## config.mk

```make
export PLATFORM = sky130hd
export DESIGN_NAME = tri_dispatcher
export DESIGN_NICKNAME = d
export VERILOG_FILES = /design/src/rtl/tri_dispatcher.sv
export SDC_FILE = /design/constraint.sdc
export NUM_CORES = 1
export LEC_CHECK = 0
export CORE_UTILIZATION = 62
export CTS_CLUSTER_DIAMETER = 50
export DETAILED_ROUTE_END_ITERATION = 8
export HOLD_SLACK_MARGIN = 0.1
export PLACE_DENSITY = 0.81
export REMOVE_ABC_BUFFERS = 1
export SLEW_MARGIN = 20
export SYNTH_ARGS = -nofsm -noshare
export SYNTH_HDL_FRONTEND = slang
export SYNTH_SLANG_ARGS = --single-unit
export TNS_END_PERCENT = 50
```

## constraint.sdc

```tcl
create_clock -name clk -period 9.3 [get_ports clk]
set_input_delay 0.93 -clock clk [delete_from_list [all_inputs] [get_ports clk]]
set_output_delay 0.93 -clock clk [all_outputs]
set_load 0.02 [all_outputs]
```

## src/rtl/tri_dispatcher.sv

```systemverilog
// ---------------------------------------------------------------------------
// tri_dispatcher
//
// Purpose:
//   Queues submitted triangles in a small FIFO and hands them one at a time
//   to a rasterizer. Each popped triangle first has its signed area
//   evaluated. Degenerate (zero-area) triangles are retired immediately as
//   culled. All other triangles are launched with a one-cycle start pulse.
//   The dispatcher then counts the fragments the rasterizer emits until it
//   reports idle, and retires the triangle with that fragment count.
//
// Ports:
//   clk, rst_n                 clock (rising edge), async active-low reset
//   i_tri_valid / o_tri_ready  submission handshake (ready = queue not full)
//   i_v{0,1,2}_{x,y}           submitted vertices, signed CORD_WIDTH each
//   o_rast_start               one-cycle start pulse to the rasterizer
//   o_rast_v{0,1,2}_{x,y}      vertices of the triangle in flight
//   i_rast_done                rasterizer idle
//   i_rast_frag_valid          rasterizer emitted a fragment this cycle
//   o_tri_done                 one-cycle retire pulse
//   o_tri_culled               retired triangle was degenerate (with done)
//   o_frag_count               fragments of retired triangle (with done)
//   o_busy                     queue non-empty or FSM not idle
// ---------------------------------------------------------------------------
module tri_dispatcher #(
  parameter int CORD_WIDTH = 10,
  parameter int FIFO_DEPTH = 4
) (
  input  logic                         clk,
  input  logic                         rst_n,
  input  logic                         i_tri_valid,
  output logic                         o_tri_ready,
  input  logic signed [CORD_WIDTH-1:0] i_v0_x,
  input  logic signed [CORD_WIDTH-1:0] i_v0_y,
  input  logic signed [CORD_WIDTH-1:0] i_v1_x,
  input  logic signed [CORD_WIDTH-1:0] i_v1_y,
  input  logic signed [CORD_WIDTH-1:0] i_v2_x,
  input  logic signed [CORD_WIDTH-1:0] i_v2_y,
  output logic                         o_rast_start,
  output logic signed [CORD_WIDTH-1:0] o_rast_v0_x,
  output logic signed [CORD_WIDTH-1:0] o_rast_v0_y,
  output logic signed [CORD_WIDTH-1:0] o_rast_v1_x,
  output logic signed [CORD_WIDTH-1:0] o_rast_v1_y,
  output logic signed [CORD_WIDTH-1:0] o_rast_v2_x,
  output logic signed [CORD_WIDTH-1:0] o_rast_v2_y,
  input  logic                         i_rast_done,
  input  logic                         i_rast_frag_valid,
  output logic                         o_tri_done,
  output logic                         o_tri_culled,
  output logic [2*CORD_WIDTH:0]        o_frag_count,
  output logic                         o_busy
);

  localparam int CW     = CORD_WIDTH;
  localparam int AW     = $clog2(FIFO_DEPTH);
  localparam int TW     = 6 * CW;
  localparam int PW     = 2 * CW + 2;
  localparam int AREA_W = 2 * CW + 3;
  localparam int CNT_W  = 2 * CW + 1;

  localparam logic [AW:0]      PTR_ONE = {{AW{1'b0}}, 1'b1};
  localparam logic [CNT_W-1:0] CNT_ONE = {{(CNT_W-1){1'b0}}, 1'b1};
  localparam logic [CNT_W-1:0] CNT_MAX = {CNT_W{1'b1}};

  typedef enum logic [2:0] {
    ST_IDLE   = 3'd0,
    ST_CHECK  = 3'd1,
    ST_LAUNCH = 3'd2,
    ST_SCAN   = 3'd3,
    ST_RETIRE = 3'd4
  } state_e;

  // Sign-extends a coordinate to product width so the edge differences and
  // their products cannot overflow.
  function automatic logic signed [PW-1:0] sext_cord(input logic [CW-1:0] c);
    return {{(PW-CW){c[CW-1]}}, c};
  endfunction

  // ---------------------------------------------------------------------
  // Triangle FIFO
  // ---------------------------------------------------------------------
  logic [TW-1:0] fifo_mem_q [FIFO_DEPTH];
  logic [AW:0]   wr_ptr_q, wr_ptr_d;
  logic [AW:0]   rd_ptr_q, rd_ptr_d;
  logic [TW-1:0] in_entry_s;
  logic [TW-1:0] head_s;
  logic          fifo_empty_s;
  logic          fifo_full_s;
  logic          fifo_nonempty_d_s;
  logic          push_s;
  logic          pop_s;

  state_e        state_q;

  assign in_entry_s   = {i_v0_x, i_v0_y, i_v1_x, i_v1_y, i_v2_x, i_v2_y};
  assign head_s       = fifo_mem_q[rd_ptr_q[AW-1:0]];
  assign fifo_empty_s = (wr_ptr_q == rd_ptr_q);
  // The extra MSB tells a full queue (wrapped once) from an empty one.
  assign fifo_full_s  = (wr_ptr_q[AW] != rd_ptr_q[AW]) &&
                        (wr_ptr_q[AW-1:0] == rd_ptr_q[AW-1:0]);

  // Ready depends only on the current occupancy; a pop in the same cycle
  // does not open a slot until the following cycle.
  assign o_tri_ready  = ~fifo_full_s;
  assign push_s       = i_tri_valid & ~fifo_full_s;
  assign pop_s        = (state_q == ST_IDLE) & ~fifo_empty_s & i_rast_done;

  // Next-state pointers; push and pop advance independently.
  always_comb begin
    wr_ptr_d = wr_ptr_q;
    rd_ptr_d = rd_ptr_q;
    if (push_s) begin
      wr_ptr_d = wr_ptr_q + PTR_ONE;
    end else begin
      wr_ptr_d = wr_ptr_q;
    end
    if (pop_s) begin
      rd_ptr_d = rd_ptr_q + PTR_ONE;
    end else begin
      rd_ptr_d = rd_ptr_q;
    end
  end

  assign fifo_nonempty_d_s = (wr_ptr_d != rd_ptr_d);

  // FIFO pointer and storage registers.
  always_ff @(posedge clk or negedge rst_n) begin
    if (!rst_n) begin
      wr_ptr_q <= {(AW+1){1'b0}};
      rd_ptr_q <= {(AW+1){1'b0}};
      for (int i = 0; i < FIFO_DEPTH; i++) begin
        fifo_mem_q[i] <= {TW{1'b0}};
      end
    end else begin
      wr_ptr_q <= wr_ptr_d;
      rd_ptr_q <= rd_ptr_d;
      if (push_s) begin
        fifo_mem_q[wr_ptr_q[AW-1:0]] <= in_entry_s;
      end
    end
  end

  // ---------------------------------------------------------------------
  // Dispatch FSM
  // ---------------------------------------------------------------------
  logic                  check_ph_q;
  logic signed [CW-1:0]  v0_x_q, v0_y_q, v1_x_q, v1_y_q, v2_x_q, v2_y_q;
  logic signed [PW-1:0]  prod_a_q, prod_b_q;
  logic signed [PW-1:0]  d10_x_s, d10_y_s, d20_x_s, d20_y_s;
  logic signed [AREA_W-1:0] area_s;
  logic [CNT_W-1:0]      frag_cnt_q;
  logic                  cull_pend_q;
  logic                  rast_start_q;
  logic                  tri_done_q;
  logic                  tri_culled_q;
  logic [CNT_W-1:0]      frag_count_q;
  logic                  busy_q;
  logic                  fsm_active_d_s;

  assign d10_x_s = sext_cord(v1_x_q) - sext_cord(v0_x_q);
  assign d10_y_s = sext_cord(v1_y_q) - sext_cord(v0_y_q);
  assign d20_x_s = sext_cord(v2_x_q) - sext_cord(v0_x_q);
  assign d20_y_s = sext_cord(v2_y_q) - sext_cord(v0_y_q);
  // Area is formed from the registered products one cycle later, so CHECK
  // spends one cycle multiplying and one cycle deciding.
  assign area_s  = {prod_a_q[PW-1], prod_a_q} - {prod_b_q[PW-1], prod_b_q};

  // The FSM is active next cycle if it pops now or is mid-triangle and not
  // about to leave RETIRE.
  assign fsm_active_d_s = pop_s | (state_q == ST_CHECK) |
                          (state_q == ST_LAUNCH) | (state_q == ST_SCAN);

  // FSM state, vertex registers, area pipeline, fragment counter, outputs.
  always_ff @(posedge clk or negedge rst_n) begin
    if (!rst_n) begin
      state_q      <= ST_IDLE;
      check_ph_q   <= 1'b0;
      v0_x_q       <= {CW{1'b0}};
      v0_y_q       <= {CW{1'b0}};
      v1_x_q       <= {CW{1'b0}};
      v1_y_q       <= {CW{1'b0}};
      v2_x_q       <= {CW{1'b0}};
      v2_y_q       <= {CW{1'b0}};
      prod_a_q     <= {PW{1'b0}};
      prod_b_q     <= {PW{1'b0}};
      frag_cnt_q   <= {CNT_W{1'b0}};
      cull_pend_q  <= 1'b0;
      rast_start_q <= 1'b0;
      tri_done_q   <= 1'b0;
      tri_culled_q <= 1'b0;
      frag_count_q <= {CNT_W{1'b0}};
      busy_q       <= 1'b0;
    end else begin
      rast_start_q <= 1'b0;
      tri_done_q   <= 1'b0;
      busy_q       <= fifo_nonempty_d_s | fsm_active_d_s;
      case (state_q)
        ST_IDLE: begin
          if (pop_s) begin
            v0_x_q     <= head_s[6*CW-1 -: CW];
            v0_y_q     <= head_s[5*CW-1 -: CW];
            v1_x_q     <= head_s[4*CW-1 -: CW];
            v1_y_q     <= head_s[3*CW-1 -: CW];
            v2_x_q     <= head_s[2*CW-1 -: CW];
            v2_y_q     <= head_s[CW-1 -: CW];
            check_ph_q <= 1'b0;
            state_q    <= ST_CHECK;
          end else begin
            state_q    <= ST_IDLE;
          end
        end
        ST_CHECK: begin
          if (!check_ph_q) begin
            prod_a_q   <= d10_x_s * d20_y_s;
            prod_b_q   <= d20_x_s * d10_y_s;
            check_ph_q <= 1'b1;
            state_q    <= ST_CHECK;
          end else begin
            check_ph_q <= 1'b0;
            if (area_s == {AREA_W{1'b0}}) begin
              cull_pend_q <= 1'b1;
              frag_cnt_q  <= {CNT_W{1'b0}};
              state_q     <= ST_RETIRE;
            end else begin
              // Start is registered here so it is high exactly during LAUNCH.
              cull_pend_q  <= 1'b0;
              rast_start_q <= 1'b1;
              state_q      <= ST_LAUNCH;
            end
          end
        end
        ST_LAUNCH: begin
          frag_cnt_q <= {CNT_W{1'b0}};
          state_q    <= ST_SCAN;
        end
        ST_SCAN: begin
          if (i_rast_frag_valid && (frag_cnt_q != CNT_MAX)) begin
            frag_cnt_q <= frag_cnt_q + CNT_ONE;
          end else begin
            frag_cnt_q <= frag_cnt_q;
          end
          if (i_rast_done) begin
            state_q <= ST_RETIRE;
          end else begin
            state_q <= ST_SCAN;
          end
        end
        ST_RETIRE: begin
          tri_done_q   <= 1'b1;
          tri_culled_q <= cull_pend_q;
          frag_count_q <= frag_cnt_q;
          state_q      <= ST_IDLE;
        end
        default: begin
          check_ph_q <= 1'b0;
          state_q    <= ST_IDLE;
        end
      endcase
    end
  end

  assign o_rast_start = rast_start_q;
  assign o_rast_v0_x  = v0_x_q;
  assign o_rast_v0_y  = v0_y_q;
  assign o_rast_v1_x  = v1_x_q;
  assign o_rast_v1_y  = v1_y_q;
  assign o_rast_v2_x  = v2_x_q;
  assign o_rast_v2_y  = v2_y_q;
  assign o_tri_done   = tri_done_q;
  assign o_tri_culled = tri_culled_q;
  assign o_frag_count = frag_count_q;
  assign o_busy       = busy_q;

endmodule
```

# After elaboration in Yosys (flattened, before gate mapping)
# Cells that the tools add are included.
[word_totals]
romBits = 0
regBits = 401
latchBits = 0
ram_bits = 0
out_inout_bits = 86
n_memories = 0
[classes]
n_addsub = 8
n_bitwise = 13
div_mod_pow = 0
order_cmp = 3
n_eq_ne = 13
n_reduce_logical = 12
n_mux = 25
mul = 2
n_shift = 0
[ops]
columns = ["cell", "n"]
rows = [
  ["240-bit bitwise mux", 1],
  ["60-bit 2-to-1 mux", 3],
  ["60-bit binary-select mux with 2-bit select", 1],
  ["60-bit demux with 2-bit select", 1],
  ["21-bit 2-to-1 mux", 3],
  ["21-bit one-hot mux with 3 select lines", 1],
  ["11-bit by 11-bit multiplier with 22-bit output", 2],
  ["10-bit by 10-bit subtractor with 11-bit output", 4],
  ["23-bit zero test", 1],
  ["22-bit by 22-bit subtractor with 23-bit output", 1],
  ["21-bit by 1-bit adder with 21-bit output (second input constant)", 1],
  ["21-bit inequality test (second input constant)", 1],
  ["3-bit 2-to-1 mux", 5],
  ["3-bit one-hot mux with 4 select lines", 1],
  ["1-bit 2-to-1 mux", 8],
  ["2-bit AND reduction", 4],
  ["3-bit by 1-bit adder with 3-bit output (second input constant)", 2],
  ["3-bit by 2-bit equality test with 1-bit output (second input constant)", 2],
  ["3-bit greater-or-equal comparator (second input constant)", 2],
  ["2-bit inverter with 3-bit output", 2],
  ["2-bit by 1-bit inequality test with 1-bit output (second input constant)", 2],
  ["2-bit inequality test (second input constant)", 2],
  ["1-bit inverter", 4],
  ["1-bit bitwise OR", 4],
  ["14 further kinds", 18],
]

# Longest topological paths before layout
[logic_depth]
ltp_word = 8
mapped_depth = 32

# Least setup slack after synthesis
# No wires, ideal clock.
[synth_timing]
path_kind = "register -> register"
from = "reg v0_y_q[1] (netlist: o_rast_v0_y[1])"
to = "reg prod_a_q[20]"
path_slack_ps = 2108
n_path_buf = 1
stages_incl_launch_ff = 29
arrival_time_ps = 7123
t_required_ps = 9231
setup_ps = 69
cell_sequence = "dfrtp_1 -> inv_1 -> ha_1 -> nor2b_1 -> o21ai_0 -> a21boi_0 -> o21ai_0 -> a21boi_0 -> o21ai_0 -> nor4b_1 -> nor3_1 -> clkbuf_1 -> or2_2 -> fa_1 -> fa_1 -> inv_1 -> fa_1 -> fa_1 -> inv_1 -> fa_1 -> inv_1 -> ha_1 -> a211oi_1 -> a21oi_1 -> o31a_1 -> o2111ai_1 -> a311oi_1 -> or3_1 -> nand3_1"
[synth_between]
elab_chain_cells = 2
[synth_rtl]
columns = ["element", "line", "source"]
rows = [
  ["from (decl)", "147", "logic signed [CW-1:0] v0_x_q, v0_y_q, v1_x_q, v1_y_q, v2_x_q, v2_y_q;"],
  ["from (signal assigned)", "179", "v0_y_q <= {CW{1'b0}};"],
  ["from (signal assigned)", "201", "v0_y_q <= head_s[5*CW-1 -: CW];"],
  ["10-bit by 10-bit subtractor with 11-bit output", "163", "assign d20_y_s = sext_cord(v2_y_q) - sext_cord(v0_y_q);"],
  ["11-bit by 11-bit multiplier with 22-bit output", "214", "prod_a_q <= d10_x_s * d20_y_s;"],
  ["to (signal assigned)", "184", "prod_a_q <= {PW{1'b0}};"],
  ["to (signal assigned)", "214", ""],
  ["to (decl)", "148", "logic signed [PW-1:0] prod_a_q, prod_b_q;"],
]
# Every way passes these cells.
# A chain may end at the register's enable or synchronous reset.

# Worst setup path after layout
[layout_timing]
from = "reg v0_x_q[0] (netlist: o_rast_v0_x[0])"
to = "reg prod_a_q[20]"
[layout_between]
elab_chain_cells = 2
[layout_rtl]
columns = ["element", "line", "source"]
rows = [
  ["from (decl)", "147", ""],
  ["from (signal assigned)", "178", "v0_x_q <= {CW{1'b0}};"],
  ["from (signal assigned)", "200", "v0_x_q <= head_s[6*CW-1 -: CW];"],
  ["10-bit by 10-bit subtractor with 11-bit output", "160", "assign d10_x_s = sext_cord(v1_x_q) - sext_cord(v0_x_q);"],
  ["11-bit by 11-bit multiplier with 22-bit output", "214", ""],
]
# Every way passes these cells.

==> results.ini <==
[routing]
dr.first_iter.drc_count=1277
drt-total-wl_um=71280
wl_per_cell_um=20.53
drtPass1Iterations=9
vias=20356
ant_nets=0
viasPerCell=5.863
drc=2

[floorplanning]
die_h_um=220.6
floorplan.rows=79
core_um2=46850
die_x_um=220.6
start_util=0.6321
io_pins=151
die_area_um2=48640

[global_route]
track_usage=0.3039
antenna_found_initial=2
grt_pass1_wl_um=114800
grt_max_degree=194
grt_overflow=0
grt_pass1_vias=21569

[clocking]
numCtsBuffers=45
clock-sinks=401
h-tree-depth=2
clk_path_buf_depth=3
hold_buffers=0
cts-root-buf=clkbuf_16
cts_setup_buffers=0
tritoncts=done
clkLatencyLatePin_ps=600
cts_resized=0
clk_pin_slew_ps=60

[job]
maxCapViolCount=0

[timing]
rsz0062_at_grt=no
hold_viol=0
setup_viol=0
tightest_slew_ps=1092
fin_crit_sh=0.8639
fin_tns_setup_ps=0
fin_crit_ps=8035
slew-limit-headroom=0.2691
fmax_mhz=124.5
slew_viol_final=0
finClkSkew_ps=56.96
setup_ws_ps=1265
hold_ws_ps=394.4

[setup_path]
crit_start=o_rast_v0_x[0]$_DFFE_PN0P_
r2r_cells=27
reg2reg_from=o_rast_v0_x[0]$_DFFE_PN0P_
crit_path_start_kind=flop
required_ps=9790
crit_type=reg2reg
crit_fanout=7
critical_path_arrival_ps=8520
endpoint_kind=flop

[synthesis]
synth_top_area_frac=0.3388
synth_edf_count=0
syn_area_per_cell_um2=10.89
ys_warn_count=0
synth_area_leaders=dfrtp_1 34%, fa_1 16%, mux2_2 12%
synth_common_cells=401 x dfrtp_1, 384 x inv_1, 325 x mux2_2, 239 x fa_1, 226 x nand2_1
async_flop_share=1.000
netlist_instances=2720
synth_seq_area_share=0.3388
synth_ff_type=dfrtp_1
synth.distinct_cells=73
yosysTopAreaCell=dfrtp_1
yosysMostFrequentCell=dfrtp_1
synth_area_um2=29610
ys_ff_latch=401

[placed_design]
dp_hpwl_um=52510
pre_cts_ws_ps=1404
placed_cell_area_um2=31650
port_buffers=150
gp_congestion=0.9137

[run_status]
violations=DRC
status=finished, violations left

[final_layout]
final_area_um2=33180
synthToLayoutAreaGrowth_pct=12.02
drive_gt1_frac=0.1899
nNetsFinal=3294
antenna_cells=0

[min_path]
min_path_type=in2async

area by class of cell:
cell class / count / area (um^2)
Multi-Input combinational cell: 1822 / 17730
Fill cell: 3256 / 13680
Sequential cell: 401 / 10040
Timing Repair Buffer: 175 / 1707
Inverter: 384 / 1441
Clock buffer: 66 / 1295
Tap cell: 607 / 759.5
Clock inverter: 17 / 207.7
cell families (layout without fill, tap and decap cells):
family,Yosys count,after routing,share of synthesized area
AO/OA/AOI/OAI,311,311,0.06984
adder cells (fa/ha/maj),400,400,0.2296
AND/OR/NAND/NOR,652,652,0.1063
XOR/XNOR,70,70,0.02070
multiplexers,389,389,0.1706
flip-flops,401,401,0.3388
buffers and inverters,497,642,0.06413
cell usage in the layout, fill, tap and decap left out, types with 30 or more instances in the layout:
cell type	count
a21oi_1	54
and2_1	37
and3_1	31
clkbuf_16	45
clkdlybuf4s50_1	149
dfrtp_1	399
fa_1	239
ha_1	161
inv_1	384
mux2_2	325
mux4_2	60
nand2_1	222
nand2b_1	30
nor2_1	149
nor2b_1	38
o21ai_0	87
xnor2_1	47
registers in the layout, indices dropped and copies added (netlist names):
name	cells
check_ph_q	1
cull_pend_q	1
fifo_mem_q	240
frag_cnt_q	21
o_busy	1
o_frag_count	21
o_rast_start	1
o_rast_v0_x	10
o_rast_v0_y	10
o_rast_v1_x	10
o_rast_v1_y	10
o_rast_v2_x	10
o_rast_v2_y	10
o_tri_culled	1
o_tri_done	1
prod_a_q	22
prod_b_q	22
rd_ptr_q	3
state_q	3
wr_ptr_q	3
stage by stage:
step	util	instances
after global placement	0.6755	3389
after floorplan	-	2607
after detailed placement	0.6755	3389
after CTS	0.7076	3472
after global routing	0.7081	3472
final	0.7081	3472
worst paths after layout:
check	endpoint	slack [ps]
max reg2reg	prod_a_q[20]$_DFFE_PN0P_	1270
min in group clk	prod_b_q[18]$_DFFE_PN0P_	480
max	prod_a_q[20]$_DFFE_PN0P_	1270
min	o_rast_v0_x[7]$_DFFE_PN0P_	390
min reg2reg	prod_b_q[18]$_DFFE_PN0P_	480
max in group asynchronous	rd_ptr_q[1]$_DFF_PN0_	6930
worst max-delay path, stage by stage (launching register included):
cell,delay (ps)
dfrtp_1,430
ha_1,260
fa_1,420
nor2b_1,120
o21ai_0,120
a21boi_0,320
o21ai_0,180
a21boi_0,330
o21ai_0,160
nand2_1,130
xor2_1,420
nand2_1,150
fa_1,580
inv_1,50
fa_1,480
fa_1,530
fa_1,510
inv_1,50
fa_1,480
inv_1,40
ha_1,320
a211oi_1,460
a21oi_1,180
o31a_1,290
o2111ai_1,290
a311oi_1,180
or3_1,370
nand3_1,90
metal layers:
layer	vias up	share of wire	global-route usage
li1	9316	-	-
met1	10258	0.42	0.3997
met2	621	0.48	0.4990
met3	157	0.061	0.06048
met4	4	0.038	0.1185
met5	-	0.00038	0
Power is left out: the tool's default activity adds up to more than one toggle a clock period on the data nets, which glitch-free logic cannot reach.
